[src/rtl/wash_sequencer.sv]
// rtl/wash_sequencer.sv - timed FILL/WASH/RINSE/SPIN program sequencer with BCD countdown
// Optional pause support is built only when WASH_SEQ_PAUSE_EN is defined.
module wash_sequencer #(
    parameter int CLK_HZ  = 100_000_000,
    parameter int FILL_S  = 5,
    parameter int WASH_S  = 30,
    parameter int RINSE_S = 20,
    parameter int SPIN_S  = 15
) (
    input  logic       clk,
    input  logic       rst,
    input  logic       start,
    input  logic       stop,
    input  logic       pause,
    input  logic [1:0] mode,
    output logic [2:0] phase,
    output logic [3:0] n1,
    output logic [3:0] n2,
    output logic [3:0] n3,
    output logic [3:0] n0,
    output logic [7:0] st_light,
    output logic       valve,
    output logic [1:0] motor,
    output logic       busy,
    output logic       done
);

    localparam logic [2:0] PH_IDLE  = 3'd0;
    localparam logic [2:0] PH_FILL  = 3'd1;
    localparam logic [2:0] PH_WASH  = 3'd2;
    localparam logic [2:0] PH_RINSE = 3'd3;
    localparam logic [2:0] PH_SPIN  = 3'd4;
    localparam logic [2:0] PH_DONE  = 3'd5;

    localparam logic [1:0] MODE_FWS  = 2'b01;
    localparam logic [1:0] MODE_SPIN = 2'b10;
    localparam logic [1:0] MODE_FRS  = 2'b11;

    localparam int            PW     = (CLK_HZ > 1) ? $clog2(CLK_HZ) : 1;
    localparam logic [PW-1:0] PS_MAX = PW'(CLK_HZ - 1);

    // Binary seconds to three packed BCD digits (hundreds:tens:ones).
    function automatic logic [11:0] to_bcd(input int v);
        to_bcd = {4'(v / 100), 4'((v / 10) % 10), 4'(v % 10)};
    endfunction

    localparam logic [11:0] FILL_BCD  = to_bcd(FILL_S);
    localparam logic [11:0] WASH_BCD  = to_bcd(WASH_S);
    localparam logic [11:0] RINSE_BCD = to_bcd(RINSE_S);
    localparam logic [11:0] SPIN_BCD  = to_bcd(SPIN_S);

    // Duration loaded on entry to a phase; IDLE and DONE show 000.
    function automatic logic [11:0] phase_dur(input logic [2:0] ph);
        case (ph)
            PH_FILL:  phase_dur = FILL_BCD;
            PH_WASH:  phase_dur = WASH_BCD;
            PH_RINSE: phase_dur = RINSE_BCD;
            PH_SPIN:  phase_dur = SPIN_BCD;
            default:  phase_dur = 12'h000;
        endcase
    endfunction

    // Successor of a busy phase within the chain selected by the latched mode.
    function automatic logic [2:0] next_phase(input logic [1:0] m, input logic [2:0] ph);
        case (ph)
            PH_FILL:  next_phase = (m == MODE_FRS) ? PH_RINSE : PH_WASH;
            PH_WASH:  next_phase = (m == MODE_FWS) ? PH_SPIN : PH_RINSE;
            PH_RINSE: next_phase = PH_SPIN;
            default:  next_phase = PH_DONE;
        endcase
    endfunction

    // BCD decrement with borrow; never called on 000 or 001.
    function automatic logic [11:0] bcd_dec(input logic [11:0] v);
        logic [3:0] d2, d1, d0;
        d2 = v[11:8];
        d1 = v[7:4];
        d0 = v[3:0];
        if (d0 != 4'd0) begin
            d0 = d0 - 4'd1;
        end else begin
            d0 = 4'd9;
            if (d1 != 4'd0) begin
                d1 = d1 - 4'd1;
            end else begin
                d1 = 4'd9;
                d2 = d2 - 4'd1;
            end
        end
        bcd_dec = {d2, d1, d0};
    endfunction

    logic          pause_eff;
`ifdef WASH_SEQ_PAUSE_EN
    assign pause_eff = pause;
`else
    logic          unused_pause;
    assign unused_pause = pause;
    assign pause_eff    = 1'b0;
`endif

    logic [2:0]    phase_q, phase_d;
    logic [1:0]    mode_q, mode_d;
    logic [PW-1:0] cnt_q, cnt_d;
    logic [11:0]   bcd_q, bcd_d;
    logic [3:0]    n0_q, n0_d;
    logic [7:0]    st_light_q, st_light_d;
    logic          valve_q, valve_d;
    logic [1:0]    motor_q, motor_d;
    logic          busy_q, busy_d;
    logic          done_q, done_d;
    logic          paused_d;
    logic          tick;

    // A tick is taken even if pause rises in the same cycle; the freeze starts after it.
    assign tick = busy_q && (cnt_q == PS_MAX);

    // Program state: stop beats start, start only from IDLE/DONE, ticks drive the countdown.
    always_comb begin
        phase_d = phase_q;
        mode_d  = mode_q;
        cnt_d   = cnt_q;
        bcd_d   = bcd_q;
        if (stop) begin
            phase_d = PH_IDLE;
            bcd_d   = 12'h000;
            cnt_d   = '0;
        end else if (start && (phase_q == PH_IDLE || phase_q == PH_DONE)) begin
            mode_d  = mode;
            phase_d = (mode == MODE_SPIN) ? PH_SPIN : PH_FILL;
            bcd_d   = phase_dur(phase_d);
            cnt_d   = '0;
        end else if (busy_q) begin
            if (tick) begin
                cnt_d = '0;
                if (bcd_q == 12'h001) begin
                    phase_d = next_phase(mode_q, phase_q);
                    bcd_d   = phase_dur(phase_d);
                end else begin
                    bcd_d = bcd_dec(bcd_q);
                end
            end else if (!pause_eff) begin
                cnt_d = cnt_q + PW'(1);
            end
        end
    end

    // Registered output decode from the next phase, with the pause override on top.
    always_comb begin
        valve_d    = 1'b0;
        motor_d    = 2'b00;
        st_light_d = 8'h00;
        n0_d       = 4'd0;
        busy_d     = 1'b0;
        done_d     = 1'b0;
        case (phase_d)
            PH_FILL:  begin valve_d = 1'b1; st_light_d = 8'h01; n0_d = 4'd1; busy_d = 1'b1; end
            PH_WASH:  begin motor_d = 2'b01; st_light_d = 8'h03; n0_d = 4'd2; busy_d = 1'b1; end
            PH_RINSE: begin motor_d = 2'b01; st_light_d = 8'h07; n0_d = 4'd3; busy_d = 1'b1; end
            PH_SPIN:  begin motor_d = 2'b10; st_light_d = 8'h0F; n0_d = 4'd4; busy_d = 1'b1; end
            PH_DONE:  begin st_light_d = 8'hFF; done_d = 1'b1; end
            default:  ;
        endcase
        paused_d = pause_eff && busy_d;
        if (paused_d) begin
            valve_d    = 1'b0;
            motor_d    = 2'b00;
            n0_d       = 4'd10;
            st_light_d = st_light_d | 8'h80;
        end
    end

    // State and output registers; reset clears everything without waiting for a clock.
    always_ff @(posedge clk or posedge rst) begin
        if (rst) begin
            phase_q    <= PH_IDLE;
            mode_q     <= 2'b00;
            cnt_q      <= '0;
            bcd_q      <= 12'h000;
            n0_q       <= 4'd0;
            st_light_q <= 8'h00;
            valve_q    <= 1'b0;
            motor_q    <= 2'b00;
            busy_q     <= 1'b0;
            done_q     <= 1'b0;
        end else begin
            phase_q    <= phase_d;
            mode_q     <= mode_d;
            cnt_q      <= cnt_d;
            bcd_q      <= bcd_d;
            n0_q       <= n0_d;
            st_light_q <= st_light_d;
            valve_q    <= valve_d;
            motor_q    <= motor_d;
            busy_q     <= busy_d;
            done_q     <= done_d;
        end
    end

    assign phase    = phase_q;
    assign n3       = bcd_q[11:8];
    assign n2       = bcd_q[7:4];
    assign n1       = bcd_q[3:0];
    assign n0       = n0_q;
    assign st_light = st_light_q;
    assign valve    = valve_q;
    assign motor    = motor_q;
    assign busy     = busy_q;
    assign done     = done_q;

endmodule

[config.mk]
export PLATFORM = sky130hd
export DESIGN_NAME = wash_sequencer
export DESIGN_NICKNAME = d
export VERILOG_FILES = /design/src/rtl/wash_sequencer.sv
export SDC_FILE = /design/constraint.sdc
export NUM_CORES = 1
export LEC_CHECK = 0
export CORE_ASPECT_RATIO = 1.75
export CORE_MARGIN = 4
export CORE_UTILIZATION = 33
export CTS_CLUSTER_DIAMETER = 50
export DETAILED_ROUTE_END_ITERATION = 10
export DONT_BUFFER_PORTS = 1
export SYNTH_ARGS = -nofsm -noshare
export SYNTH_HDL_FRONTEND = slang
export SYNTH_SLANG_ARGS = --single-unit
[constraint.sdc]
create_clock -name clk -period 3.3 [get_ports clk]
set_clock_uncertainty 0.15 [all_clocks]
set_input_delay 0.66 -clock clk [delete_from_list [all_inputs] [get_ports clk]]
set_output_delay 0.66 -clock clk [all_outputs]
set_load 0.1 [all_outputs]
==> impl_metrics.yaml <==
drt:
  num_vias: 2153
  drtAntennaViolNets: 0
  firstDrtPassIters: 4
  drc: 0
  routed_wl_mm: 6.29
  vias_per_cell: 5.02
  drt_iter0_drc: 133
  wire_per_inst_um: 14.7
pwr:
  power_frac_seq_pct: 44.7
  power.switching_mw: 0.778
  comb_power_share_pct: 24.7
  clkPwrFrac_pct: 30.6
  p_leak_nw: 1.42
  intPower_mw: 1.23
  power_density_nw_per_um2: 599
  power_switching_share_pct: 38.7
  max-vdd-ir-drop_mv: 0.248
run:
  max_cap_viol_count: 0
clocking:
  hold_buffers: 0
  cts_buffers: 5
  clock_tree.root_cell: "clkbuf_16"
  clk_pin_slew_ns: 0.08
  cts_tree: "done"
  cts_sinks: 56
  clock_path_buffers: 2
  ctsResizeCount: 0
  post-cts-setup-buffers: 0
  htreeDepth: 2
  worstSkewPairLatency_ns: 0.30
final_layout:
  fin_nets: 321
  seqCellArea_sq_um: 1410
  num-fill-cells: 902
  syn_to_final_growth_pct: 14.2
  diodes: 0
  fin_cells: 429
  final_util_pct: 38.6
  drive_gt1_share_pct: 17.9
  multi_input_area_sq_um: 1420
timing:
  fin_crit_ns: 2.69
  tns_ns: 0
  min_period_over_period_pct: 81.6
  hold_viol: 0
  worstMarginPinSlew_ns: 1.11
  report.final.slew_viol_count: 0
  max_freq_mhz: 372
  rsz0062_at_grt: "no"
  finalSetupViolCount: 0
  max_slew_margin_pct: 26.3
placement:
  place.gp.congestion: 0.799
  dp_cells: 421
  portBuffers: 0
  place_hpwl_mm: 4.72
global_routing:
  grt_max_degree: 40
  grt_pass1_vias: 2208
  grt_pass1_wl_mm: 10.8
  grt_use_total_pct: 12.9
  antenna_found_initial: 0
  gr-total-overflow: 0
yosys:
  synth_edf_count: 0
  synth_cells: 293
  ys.flop_type: "dfrtp_1"
  synth.avg_cell_area_sq_um: 10.0
  ys_types: 57
  ys_warn_count: 0
  ys_seq_area_share_pct: 47.8
  syn_nets: 303
  ys_ff_latch: 56
  syn_area_sq_um: 2930
  async_reset_ff_share_pct: 100
floorplan:
  initial_utilization_pct: 33.8
  ioPinCount: 39
  die_height_um: 133
  core_sq_um: 8670
  fp-row-count: 45
  die-area_sq_um: 10500
  fp.dieW_um: 79.3
setup_path:
  arrival_ns: 2.76
  crit_path_start_kind: "register"
  crit_type: "reg2reg"
  cp_max_fo: 7
  end_kind: "register"
  cp.required_ns: 3.37
min_path:
  min_path_type: "in2async"
outcome:
  status: "finished, final reports clean"
-- placed cells by master, fill, tap and decap left out, types with 4 or more instances in the layout --
| master | n |
|---|---|
| nand2b_1 | 6 |
| o21ai_0 | 7 |
| xor2_1 | 20 |
| inv_1 | 10 |
| nand3_1 | 8 |
| or3_1 | 5 |
| buf_4 | 21 |
| nand4_1 | 9 |
| xnor2_1 | 10 |
| dfrtp_1 | 54 |
| clkbuf_16 | 5 |
| nand2_1 | 22 |
| mux2i_1 | 4 |
| nor2_1 | 43 |
| nor3_1 | 10 |
| a21oi_1 | 13 |
-- Yosys cell counts, types with 3 or more instances --
master	number	share of area (%)
dfrtp_1	56	48
nor2_1	43	5.5
nand2_1	22	2.8
xor2_1	20	6.0
a21oi_1	13	2.2
inv_1	11	1.4
nor3_1	10	1.7
xnor2_1	10	3.0
nand4_1	9	1.9
nand3_1	8	1.4
o21ai_0	7	1.2
nand2b_1	6	1.3
buf_4	5	1.3
or3_1	5	1.1
mux2i_1	4	1.4
a211oi_1	3	0.77
and3_1	3	0.64
clkbuf_1	3	0.38
ha_1	3	1.3
mux2_2	3	1.2
nor2b_1	3	0.64
nor4_1	3	0.64
o211ai_1	3	0.77
-- critical path: stages (launching register included) --
cell and delay, ns:
dfrtp_1 0.38, inv_1 0.09, ha_1 0.19, nor3b_2 0.24, nand4b_1 0.26, nor4_4 0.34
mux2i_1 0.59, nand2_1 0.17, o21ai_0 0.20
-- cells by family after synthesis --
group	share of synthesized area, %
xor gates and xnor gates	9.51
adders and majority gates	1.28
buffers and inverters	3.88
DFF	47.8
and+or+nand+nor	27.2
AOI/OAI and AO/OA	7.72
other	0.128
muxes	2.52
-- state kept, by name (all words and copies together) (netlist names) --
| register | cells |
|---|---|
| n0 | 3 |
| phase | 3 |
| mode_q | 2 |
| st_light | 5 |
| bcd_q | 12 |
| valve | 1 |
| done | 1 |
| cnt_q | 27 |
| busy | 1 |
| motor | 1 |
-- path summary, 6_finish.rpt --
check                          start           to  slack [ns]  cells past startpoint
min reg2reg                cnt_q[26]    cnt_q[26]        0.40                      2
max                         bcd_q[4]  st_light[2]        0.61                      8
min                              rst    mode_q[0]        0.07                      1
max in group asynchronous        rst    bcd_q[10]        2.09                      2
max reg2reg                 bcd_q[4]  st_light[2]        0.61                      8
min in group clk                stop     bcd_q[0]        0.26                      1
-- through the flow --
step,area [sq um],setup WS (ns),hold WS [ns],power (mW)
global placement,3180,0.656,0.373,1.41
finish,3350,0.609,0.0661,2.01
floorplan,2930,0.299,0.347,1.30
CTS,3350,0.581,0.0796,2.03
global route,3350,0.370,0.0991,2.10
detailed placement,3180,0.608,0.389,1.41
-- layer usage --
layer  track usage [%]  vias to the layer above  share of wire (%)
met4              4.30                        0                1.6
met1              14.7                     1064                 39
li1                  -                     1051                  -
met2              23.4                       31                 55
met5                 0                        -                  0
met3              2.79                        7                3.8
-- power by group through the flow --
stage                     Combinational [mW]  Sequential (mW)  Clock, mW
after floorplan                        0.225             1.07          0
after global placement                 0.496            0.913          0
after detailed placement               0.499            0.913          0
after CTS                              0.501            0.900      0.631
after global routing                   0.535            0.905      0.659
final                                  0.496            0.898      0.614
-- final cells by class --
class / count / share of cell area [%]
inverter: 13 / 1.46
clock inverter: 3 / 1.38
timing repair buffer: 21 / 4.71
sequential: 56 / 42.0
clock buffer: 5 / 3.74
tap: 117 / 4.37
multi-input combinational: 214 / 42.4
Power figures use the tool's default switching activity.
